[config.mk]
export PLATFORM = sky130hd
export DESIGN_NAME = grf_wb_stage
export DESIGN_NICKNAME = d
export VERILOG_FILES = /design/src/rtl/grf_wb_stage_pkg.sv /design/src/rtl/grf_wb_stage_load_ext.sv /design/src/rtl/grf_wb_stage.sv
export SDC_FILE = /design/constraint.sdc
export NUM_CORES = 1
export LEC_CHECK = 0
export ABC_AREA = 1
export ABC_CLOCK_PERIOD_IN_PS = 7630
export CELL_PAD_IN_SITES_DETAIL_PLACEMENT = 1
export CELL_PAD_IN_SITES_GLOBAL_PLACEMENT = 2
export CORE_ASPECT_RATIO = 1.2
export CORE_MARGIN = 2
export CORE_UTILIZATION = 27
export DETAILED_ROUTE_END_ITERATION = 7
export PLACE_DENSITY_LB_ADDON = 0.1
export SYNTH_ARGS = -nofsm -noshare
export SYNTH_HDL_FRONTEND = slang
export SYNTH_SLANG_ARGS = --single-unit
[constraint.sdc]
create_clock -name clk -period 7.63 [get_ports clk]
set_input_delay 1.9075 -clock clk [delete_from_list [all_inputs] [get_ports clk]]
set_output_delay 1.9075 -clock clk [all_outputs]
set_load 0.02 [all_outputs]
[src/rtl/grf_wb_stage_pkg.sv]
// Core-wide encodings shared by the controller, MEM stage and WB stage.
package grf_wb_stage_pkg;

    localparam int unsigned DATA_W_DEF = 32;
    localparam int unsigned REG_AW_DEF = 5;
    localparam int unsigned CNT_W      = 32;

    // Write-back data source select.
    typedef enum logic [1:0] {
        WDSEL_ALU  = 2'd0,
        WDSEL_MEM  = 2'd1,
        WDSEL_PC8  = 2'd2,
        WDSEL_HILO = 2'd3
    } wdsel_e;

    // Load type; codes 5-7 fall back to a full-word load.
    localparam logic [2:0] LD_W  = 3'd0;
    localparam logic [2:0] LD_B  = 3'd1;
    localparam logic [2:0] LD_BU = 3'd2;
    localparam logic [2:0] LD_H  = 3'd3;
    localparam logic [2:0] LD_HU = 3'd4;

    localparam logic [REG_AW_DEF-1:0] REG_ZERO = 5'd0;

endpackage

[src/rtl/grf_wb_stage_load_ext.sv]
// Load extension: picks the addressed byte/half of an aligned word and extends it.
module grf_wb_stage_load_ext
    import grf_wb_stage_pkg::*;
#(
    parameter int unsigned DATA_W = 32
) (
    input  logic [DATA_W-1:0] memrd,
    input  logic [1:0]        addr_lo,
    input  logic [2:0]        ldtype,
    output logic [DATA_W-1:0] ext_data
);

    logic [7:0]  sel_byte;
    logic [15:0] sel_half;

    // Byte lane and half lane selection; half ignores addr_lo[0].
    always_comb begin
        sel_byte = memrd[7:0];
        case (addr_lo)
            2'd0:    sel_byte = memrd[7:0];
            2'd1:    sel_byte = memrd[15:8];
            2'd2:    sel_byte = memrd[23:16];
            default: sel_byte = memrd[31:24];
        endcase
        sel_half = addr_lo[1] ? memrd[31:16] : memrd[15:0];
    end

    // Sign/zero extension by load type.
    always_comb begin
        ext_data = memrd;
        case (ldtype)
            LD_B:    ext_data = {{(DATA_W-8){sel_byte[7]}}, sel_byte};
            LD_BU:   ext_data = {{(DATA_W-8){1'b0}}, sel_byte};
            LD_H:    ext_data = {{(DATA_W-16){sel_half[15]}}, sel_half};
            LD_HU:   ext_data = {{(DATA_W-16){1'b0}}, sel_half};
            default: ext_data = memrd;
        endcase
    end

endmodule

[src/rtl/grf_wb_stage.sv]
// MEM/WB pipeline register plus write-back select, $0 suppression and retire counter.
module grf_wb_stage
    import grf_wb_stage_pkg::*;
#(
    parameter int unsigned DATA_W = DATA_W_DEF,
    parameter int unsigned REG_AW = REG_AW_DEF
) (
    input  logic              clk,
    input  logic              rst,
    input  logic              m_valid,
    input  logic [DATA_W-1:0] m_pc,
    input  logic              m_regwrite,
    input  logic [REG_AW-1:0] m_rd,
    input  logic [1:0]        m_wdsel,
    input  logic [DATA_W-1:0] m_alu,
    input  logic [DATA_W-1:0] m_memrd,
    input  logic [1:0]        m_addr_lo,
    input  logic [2:0]        m_ldtype,
    input  logic [DATA_W-1:0] m_hilo,
    input  logic              flush,
    output logic              grf_we,
    output logic [REG_AW-1:0] grf_a3,
    output logic [DATA_W-1:0] grf_wd,
    output logic [DATA_W-1:0] grf_pc,
    output logic              fwd_valid,
    output logic [REG_AW-1:0] fwd_rd,
    output logic [DATA_W-1:0] fwd_data,
    output logic [CNT_W-1:0]  retire_cnt
);

    logic              w_valid_q;
    logic [DATA_W-1:0] w_pc_q;
    logic              w_regwrite_q;
    logic [REG_AW-1:0] w_rd_q;
    wdsel_e            w_wdsel_q;
    logic [DATA_W-1:0] w_alu_q;
    logic [DATA_W-1:0] w_memrd_q;
    logic [1:0]        w_addr_lo_q;
    logic [2:0]        w_ldtype_q;
    logic [DATA_W-1:0] w_hilo_q;
    logic [CNT_W-1:0]  retire_cnt_q;
    logic [DATA_W-1:0] load_data;
    logic [DATA_W-1:0] wd_sel;

    // MEM/WB register: flush captures a bubble and holds the remaining fields.
    always_ff @(posedge clk or posedge rst) begin
        if (rst) begin
            w_valid_q    <= 1'b0;
            w_pc_q       <= '0;
            w_regwrite_q <= 1'b0;
            w_rd_q       <= '0;
            w_wdsel_q    <= WDSEL_ALU;
            w_alu_q      <= '0;
            w_memrd_q    <= '0;
            w_addr_lo_q  <= '0;
            w_ldtype_q   <= '0;
            w_hilo_q     <= '0;
        end else if (flush) begin
            w_valid_q    <= 1'b0;
        end else begin
            w_valid_q    <= m_valid;
            w_pc_q       <= m_pc;
            w_regwrite_q <= m_regwrite;
            w_rd_q       <= m_rd;
            w_wdsel_q    <= wdsel_e'(m_wdsel);
            w_alu_q      <= m_alu;
            w_memrd_q    <= m_memrd;
            w_addr_lo_q  <= m_addr_lo;
            w_ldtype_q   <= m_ldtype;
            w_hilo_q     <= m_hilo;
        end
    end

    // Retire counter: the instruction sitting in WB retires on every edge.
    always_ff @(posedge clk or posedge rst) begin
        if (rst) begin
            retire_cnt_q <= '0;
        end else if (w_valid_q) begin
            retire_cnt_q <= retire_cnt_q + CNT_W'(1);
        end
    end

    grf_wb_stage_load_ext #(
        .DATA_W (DATA_W)
    ) u_load_ext (
        .memrd    (w_memrd_q),
        .addr_lo  (w_addr_lo_q),
        .ldtype   (w_ldtype_q),
        .ext_data (load_data)
    );

    // Write-back data source select.
    always_comb begin
        wd_sel = w_alu_q;
        case (w_wdsel_q)
            WDSEL_ALU:  wd_sel = w_alu_q;
            WDSEL_MEM:  wd_sel = load_data;
            WDSEL_PC8:  wd_sel = w_pc_q + DATA_W'(8);
            WDSEL_HILO: wd_sel = w_hilo_q;
            default:    wd_sel = w_alu_q;
        endcase
    end

    assign grf_we     = w_valid_q & w_regwrite_q & (w_rd_q != REG_AW'(REG_ZERO));
    assign grf_a3     = w_rd_q;
    assign grf_wd     = wd_sel;
    assign grf_pc     = w_pc_q;
    assign fwd_valid  = grf_we;
    assign fwd_rd     = grf_a3;
    assign fwd_data   = grf_wd;
    assign retire_cnt = retire_cnt_q;

endmodule

# Word-level counts from Yosys, hierarchy flattened
# Index checks and enable logic that the tools add are counted.
[totals]
register_bits = 174
wordCells = 32
output_inout_bits = 140
[op_classes]
bitwise_logic = 2
eq_ne = 9
reduce_logical = 3
add_sub_neg = 2
mux = 5
[ops]
columns = ["operator", "n"]
rows = [
  ["case mux 32 bit (4 select lines)", 2],
  ["adder 32 x 1 -> 32 bit (second input constant)", 1],
  ["adder 32 x 4 -> 32 bit (second input constant)", 1],
  ["case mux 8 bit (3 select lines)", 1],
  ["two-way mux 16 bit", 1],
  ["equality test 2 bit (second input constant)", 3],
  ["equality test 3 x 2 -> 1 bit (second input constant)", 2],
  ["nonzero test 5 bit", 1],
  ["equality test 2 x 1 -> 1 bit (second input constant)", 2],
  ["logical NOT 2 bit", 2],
  ["equality test 3 x 1 -> 1 bit (second input constant)", 1],
  ["equality test 3 bit (second input constant)", 1],
  ["bitwise AND 1 bit", 2],
  ["two-way mux 1 bit", 1],
]

# Logic depth before layout (Yosys ltp)
[logic_depth]
depth_word = 4
mapped_depth = 11

# Modules after synthesis
# From an unflattened synthesis, not the netlist that was laid out.
[unflattened]
hier_cells = 1134
hier_area_um2 = 9753.1
[modules_own_cells]
columns = ["mod", "area_each_um2", "seq_area_each_um2", "cells_each", "n_inst"]
rows = [
  ["grf_wb_stage", 8807.2, 4354.2, 928, 1],
  ["grf_wb_stage_load_ext", 945.9, 0.0, 206, 1],
]

# Least setup slack after synthesis
# No wires, ideal clock.
[synth_path]
kind = "reg-to-output"
startpoint = "reg w_pc_q[3], in the netlist grf_pc[3]"
endpoint = "out grf_wd[19]"
path_slack_ns = 3.780
stages_incl_launch_ff = 10
t_arrival_ns = 1.943
required_ns = 5.722
path_cell_list = "dfrtp_1 -> ha_1 -> nand2_1 -> nor2_1 -> nand2_1 -> nor2_1 -> nand3_1 -> nand3_1 -> nand4_1 -> buf_4"
[synth_via]
elab_chain_cells = 2
[synth_lines]
columns = ["item", "line_no", "text"]
rows = [
  ["start, declared", "grf_wb_stage.sv:32", "logic [DATA_W-1:0] w_pc_q;"],
  ["start signal, assigned", "grf_wb_stage.sv:62", "w_pc_q <= m_pc;"],
  ["adder 32 x 4 -> 32 bit", "grf_wb_stage.sv:98", "WDSEL_PC8: wd_sel = w_pc_q + DATA_W'(8);"],
  ["case mux 32 bit (4 select lines)", "grf_wb_stage.sv:95", "case (w_wdsel_q)"],
  ["end, declared", "grf_wb_stage.sv:23", "output logic [DATA_W-1:0] grf_wd,"],
]
# Every way passes these cells.

# Worst setup path after layout
[layout_path]
startpoint = "reg w_wdsel_q[1]"
endpoint = "out grf_wd[9]"
[layout_via]
elab_chain_cells = 2
word_cells_on_any_way = 5
classes_between = "3 x eq/ne; 1 x mux; 1 x reduce/logical"
[layout_lines]
columns = ["item", "line_no", "text"]
rows = [
  ["start, declared", "grf_wb_stage.sv:35", "wdsel_e w_wdsel_q;"],
  ["start signal, assigned", "grf_wb_stage.sv:65", "w_wdsel_q <= wdsel_e'(m_wdsel);"],
  ["equality test 2 bit (tied with other cells)", "grf_wb_stage.sv:95", ""],
  ["case mux 32 bit (4 select lines) (*)", "grf_wb_stage.sv:95", ""],
]
# Mark *: on every way between the ends. The rest lies on a longest branch, timed or not.

==> impl_metrics.py <==
metrics = {
    "die": {
        "io_pins": 285,
        "initial_utilization_pct": 27.3,
        "die_h_um": 212,
        "coreArea_mm2": 0.0358,
        "die_w_um": 177,
        "dieArea_mm2": 0.0376,
        "rows": 76,
    },
    "place": {
        "dp.cells": 1892,
        "numPortBuffers": 284,
        "dpl.hpwl_mm": 29.5,
        "gp_congestion": 0.846,
    },
    "final_layout": {
        "nNetsFinal": 1590,
        "multi_input_area_mm2": 0.00445,
        "drive_gt1_share_pct": 9.62,
        "area_growth_syn_to_layout_pct": 36.9,
        "fillers": 4254,
        "layoutNonFillerInstCount": 1925,
        "regArea_mm2": 0.00435,
    },
    "cts": {
        "insertion_delay_ns": 0.44,
        "root_buffer": "clkbuf_16",
        "post_cts_buffers": 0,
        "holdBufCountCts": 0,
        "cts_num_sinks": 174,
        "cts_resized": 0,
        "numCtsBuffers": 17,
        "cts_tree": "built",
        "clock_path_buffers": 2,
        "clk_pin_slew_ns": 0.07,
        "htreeDepth": 4,
    },
    "setup_path": {
        "crit_top_cell": "nand2_1",
        "crit_chain": "nand2_1 -> clkinv_1 -> o21ai_0 -> nand2_1 -> a22oi_1 -> nand3_1 -> clkdlybuf4s50_1",
        "crit_arrival_ns": 3.56,
        "cp.required_ns": 5.72,
        "r2r-start": "retire_cnt[0]",
        "crit_family": "buffers and inverters",
        "crit_path_start_kind": "register",
        "cp-startpoint": "w_wdsel_q[1]",
        "critPathMaxFanout": 27,
        "end_kind": "output port",
        "critPathBufInv": 2,
        "crit_type": "reg2out",
        "critPathSlowestCell": "clkinv_1",
        "max_stage_delay_ns": 0.82,
    },
    "timing": {
        "drv_slew": 0,
        "rsz0062_at_grt": "no",
        "finalCritPeriodShare_pct": 71.7,
        "setup_viol": 0,
        "finalSetupTns_ns": 0,
        "tightest_slew_ns": 1.07,
        "fin_crit_ns": 5.47,
        "fmax_ghz": 0.183,
        "slew_headroom_pct": 28.0,
        "fin_worst_skew_ns": 0.00908,
        "hold_viol": 0,
        "hold_slack_ns": 0.483,
    },
    "run": {
        "drv_cap": 0,
    },
    "logic_synthesis": {
        "syn-cell-area_mm2": 0.00974,
        "ys_ff_latch": 174,
        "ys.flop_type": "dfrtp_1",
        "syn-num-nets": 1364,
        "ys_seq_area_share_pct": 44.7,
        "synth_top_area_share_pct": 44.7,
        "syn_avg_cell_area_um2": 8.01,
        "netlist_instances": 1217,
        "synth_area_leaders": "dfrtp_1, nand2_1, mux2_2, nor2_1, nand3_1",
        "synth.most_common_cell": "nand2_1",
        "yosys_warnings": 0,
        "yosys-top-cells-count": "nand2_1, dfrtp_1, nor2_1",
        "yosys.area.top_type": "dfrtp_1",
        "synth_edf_count": 0,
        "ys_types": 37,
        "async_flop_share_pct": 100,
    },
    "global_route": {
        "grt_overflow_total": 0,
        "grt_usage_pct": 20.9,
        "grt_max_degree": 106,
        "grt_pass1_vias": 9543,
        "grt_pass1_wl_mm": 58.5,
        "antenna_found_initial": 6,
    },
    "worst_hold_path": {
        "worst_hold_startpoint": "retire_cnt[31]",
        "worst_hold_path_type": "reg2reg",
    },
    "run_status": {
        "run_status": "completed",
    },
    "power_and_ir_drop": {
        "power-per-cell-area_mw_per_mm2": 218,
        "finalPower_mw": 2.91,
        "p_leak_nw": 5.82,
        "peakVddDrop_uv": 123,
    },
    "route": {
        "via_count": 8950,
        "drtIter0Drc": 439,
        "final_antenna_net_count": 0,
        "viasPerCell": 4.65,
        "post_drt_wl_per_cell_um": 20.0,
        "detail_route.first_pass.iterations": 4,
        "routed_wl_mm": 38.6,
        "drc": 0,
    },
}
-- area by class of cell --
cell class | count | area share, %
clock inverters | 8 | 0.975
repair buffers | 288 | 21.6
multi-input cells | 843 | 33.3
clock buffers | 23 | 3.58
diodes | 2 | 0.0375
flip-flops and latches | 174 | 32.6
well taps | 468 | 4.39
inverters | 119 | 3.40
-- power by group --
| group | switching (mW) | internal (mW) | total, mW |
|---|---|---|---|
| Sequential | 0.0896 | 1.01 | 1.10 |
| Combinational | 0.485 | 0.387 | 0.872 |
| Clock | 0.402 | 0.543 | 0.945 |
| Total | 0.976 | 1.94 | 2.91 |
-- worst register-to-register path, cell delays in order (launching register included) --
cell and delay [ns]:
dfrtp_1 0.45, ha_1 0.22, nand3_1 0.10, nor2_2 0.18, nand3_2 0.18, nor2_2 0.18, nand2_1 0.11, nor2_1 0.27
nand3_1 0.12, nand2_1 0.08
-- logic make-up after synthesis --
| family | Yosys count | synth area share [%] |
|---|---|---|
| compound gates | 114 | 6.56 |
| buf+inv | 200 | 9.76 |
| fa+ha+maj | 2 | 0.257 |
| flops | 174 | 44.7 |
| xor+xnor | 22 | 1.98 |
| mux | 83 | 9.59 |
| simple gates | 622 | 27.2 |
-- registers in the layout, summed over array words and instances, names as in the netlist, 2 cells and up --
signal,flops
fwd_rd,5
w_hilo_q,32
w_addr_lo_q,2
w_ldtype_q,3
grf_pc,32
w_wdsel_q,2
w_memrd_q,32
w_alu_q,32
retire_cnt,32
-- worst paths after layout --
check	endpoint	slack, ns	depth (start not counted)
worst max-delay path	grf_wd[9]	2.16	7
worst min-delay path	retire_cnt[31]	0.48	1
worst max register to register	retire_cnt[28]	5.68	9
worst min register to register	retire_cnt[31]	0.48	1
max in group asynchronous	w_hilo_q[27]	4.53	3
min in group asynchronous	w_memrd_q[15]	1.90	2
-- metrics by stage --
step	instance area, um^2	setup slack, ns	utilization (%)
2_1_floorplan	9740	1.01	-
3_3_place_gp	12700	2.68	35.6
3_5_place_dp	12700	2.60	35.6
4_1_cts	13300	2.11	37.3
5_1_grt	13300	1.88	37.3
6_report	13300	2.16	37.3
-- layout by cell type (no fill, tap or decap), types with 4 or more instances in the layout --
cell / synthesis / final
clkdlybuf4s50_1: 0 / 283
xor2_1: 13 / 13
nand3b_1: 9 / 9
a21oi_1: 74 / 74
nor2_1: 148 / 146
xnor2_1: 9 / 9
o21bai_1: 8 / 8
inv_1: 112 / 111
o211ai_1: 6 / 6
nand3_1: 105 / 105
nand2_1: 309 / 309
dfrtp_1: 174 / 174
o21ai_0: 16 / 16
nor2_2: 4 / 5
inv_2: 6 / 6
clkbuf_16: 0 / 17
mux2_2: 83 / 83
nor3_1: 11 / 11
a22o_1: 4 / 4
nand4_1: 22 / 22
-- routing by layer --
layer | global-route usage, % | part of all wire [%] | up-vias
li1 | - | - | 4347
met1 | 27.3 | 44 | 4345
met2 | 35.4 | 49 | 212
met3 | 3.76 | 4.9 | 38
met4 | 5.65 | 1.9 | 8
met5 | 0 | 0.12 | -
Note: power is estimated with default switching activity, not from simulation.
==> patch (config.mk and constraints unchanged) <==
Add an input register stage for `m_ldtype`; this delays it by one clock. The other inputs are not delayed to match.
--- a/src/rtl/grf_wb_stage.sv
+++ b/src/rtl/grf_wb_stage.sv
@@ -28,4 +28,10 @@
     output logic [CNT_W-1:0]  retire_cnt
 );
+
+    logic [2:0] m_ldtype_q;
+
+    always_ff @(posedge clk) begin
+        m_ldtype_q <= m_ldtype;
+    end
 
     logic              w_valid_q;
@@ -67,5 +73,5 @@
             w_memrd_q    <= m_memrd;
             w_addr_lo_q  <= m_addr_lo;
-            w_ldtype_q   <= m_ldtype;
+            w_ldtype_q   <= m_ldtype_q;
             w_hilo_q     <= m_hilo;
         end
Function: changed (a bounded check fails within 4 cycles, from zero or initial values and one cycle with rst high).
==> patch against the original RTL <==
  * Clock power is 9% higher
  * Via count is 0.63% lower
  * Sequential share of layout area is 0.22 points higher
  * Wire length is 2.7% lower
  * Total power is 3.1% higher
  * Synthesized area is 0.62% higher
  * Sequential cell count is 3 higher
  * First-iteration DRC count is 12% lower
  * Setup slack better by 0.049 ns
  * Die area is 0.61% higher
  * Final area is 0.69% higher
  * Critical endpoint unchanged
  * Largest cell class is now sequential cells
==> patch: results (changes against the original RTL) <==
- Via/cell ratio: 4.64 (-0.26%)
- Placed cell area: 12800 um2 (+0.29%)
- Final HPWL DP: 29.2 mm (-1.3%)
- CP delay by family, top: buffers and inverters
- Vias in the first global route: 9336 (-2.2%)
- CP max stage delay: 0.80 ns (-0.02 ns)
- Nets@finish: 1583 (-0.44%)
- Layout cell share with drive strength beyond 1: 10.2% (+0.59 points)
- Most used DFF post-synth: dfrtp_1
- Slew HR: 34.8% (+6.8 points)
- Status: completed
- Post-synth net total: 1358 (-0.44%)
- Top post-synthesis cells by count: 290 x nand2_1, 174 x dfrtp_1, 139 x nor2_1, 118 x inv_1, 105 x nand3_1
- Synth top area cells: dfrtp_1 44%, nand2_1 11%, mux2_2 9.2%
- First-pass GRT wire length: 57.3 mm (-2.2%)
- Post-route clock skew: 0.00351 ns (-0.00558 ns)
- WL/cell: 19.6 um (-2.3%)
- Critical path fanouts, max: 26 (-3.7%)
- DRT iter0 DRCs: 385 (-12%)
- Worst-Skew Late Latency: 0.46 ns (+0.02 ns)
- Distinct cell type count after synthesis: 44 (+19%)
- Data arrival, critical path: 3.51 ns (-0.05 ns)
- All-layer global routing usage: 20.3% (-0.56 points)
- Post-synthesis cell count: 1211 (-0.49%)
- Lkg Pwr: 5.96 nW (+2.4%)
- Antenna violations before repair: 1 (-5)
- Worst-case reg-to-reg path depth: 7 (-2)
- Seq/Total Area, Yosys: 45.0% (+0.34 points)
- Inst Count DP: 1885 (-0.37%)
- Async S/R FF share, synth: 98.3% (-1.7 points)
- Dpl ws: 2.73 ns (+0.124 ns)
- Routability cong.: 0.878 (+3.9%)
patch: area by class of cell:
class,count,area [um2],area share (%)
tap,468,586,4.36
antenna,1,2.50,0.0186
timing repair buffer,289,2880,21.5
multi-input combinational,825,4410,32.8
inverter,126,478,3.56
sequential,177,4410,32.9
clock inverter,14,235,1.75
clock buffer,18,429,3.19
patch: logic make-up (layout without fill, tap and decap cells):
logic type	after synthesis	after routing	synth area share, %
simple gates	601	601	26.6
fa+ha+maj	2	2	0.255
mux	80	80	9.19
buf+inv	209	447	10.1
xor+xnor	22	22	1.97
flops	177	177	45.0
compound gates	120	120	6.84
other cells	0	1	0
patch: path summary, 6_finish.rpt:
path / startpoint / to / slack [ns]
max: w_wdsel_q[0]$_DFFE_PP0N_ / grf_wd[9] / 2.21
min: m_ldtype_q[2]$_DFF_P_ / w_ldtype_q[2]$_DFFE_PP0N_ / 0.47
max reg2reg: retire_cnt[0]$_DFFE_PP0P_ / retire_cnt[28]$_DFFE_PP0P_ / 5.75
min reg2reg: m_ldtype_q[2]$_DFF_P_ / w_ldtype_q[2]$_DFFE_PP0N_ / 0.47
max in group asynchronous: rst / w_alu_q[16]$_DFFE_PP0N_ / 4.30
min in group asynchronous: rst / w_alu_q[26]$_DFFE_PP0N_ / 1.95
patch: power by group:
group / internal (mW) / leakage (nW) / switching, mW
clock network: 0.615 / 0.328 / 0.412
logic: 0.385 / 3.54 / 0.486
registers: 1.02 / 2.09 / 0.0820
patch: routing by layer:
metal / share of wire [%] / wire length, um / up-vias / GRT usage [%]
met3: 3.6 / 1350 / 21 / 3.04
met1: 43 / 16300 / 4377 / 25.7
met5: 0 / 0 / - / 0
met4: 1.2 / 466 / 0 / 4.83
li1: - / - / 4326 / -
met2: 52 / 19500 / 170 / 36.2
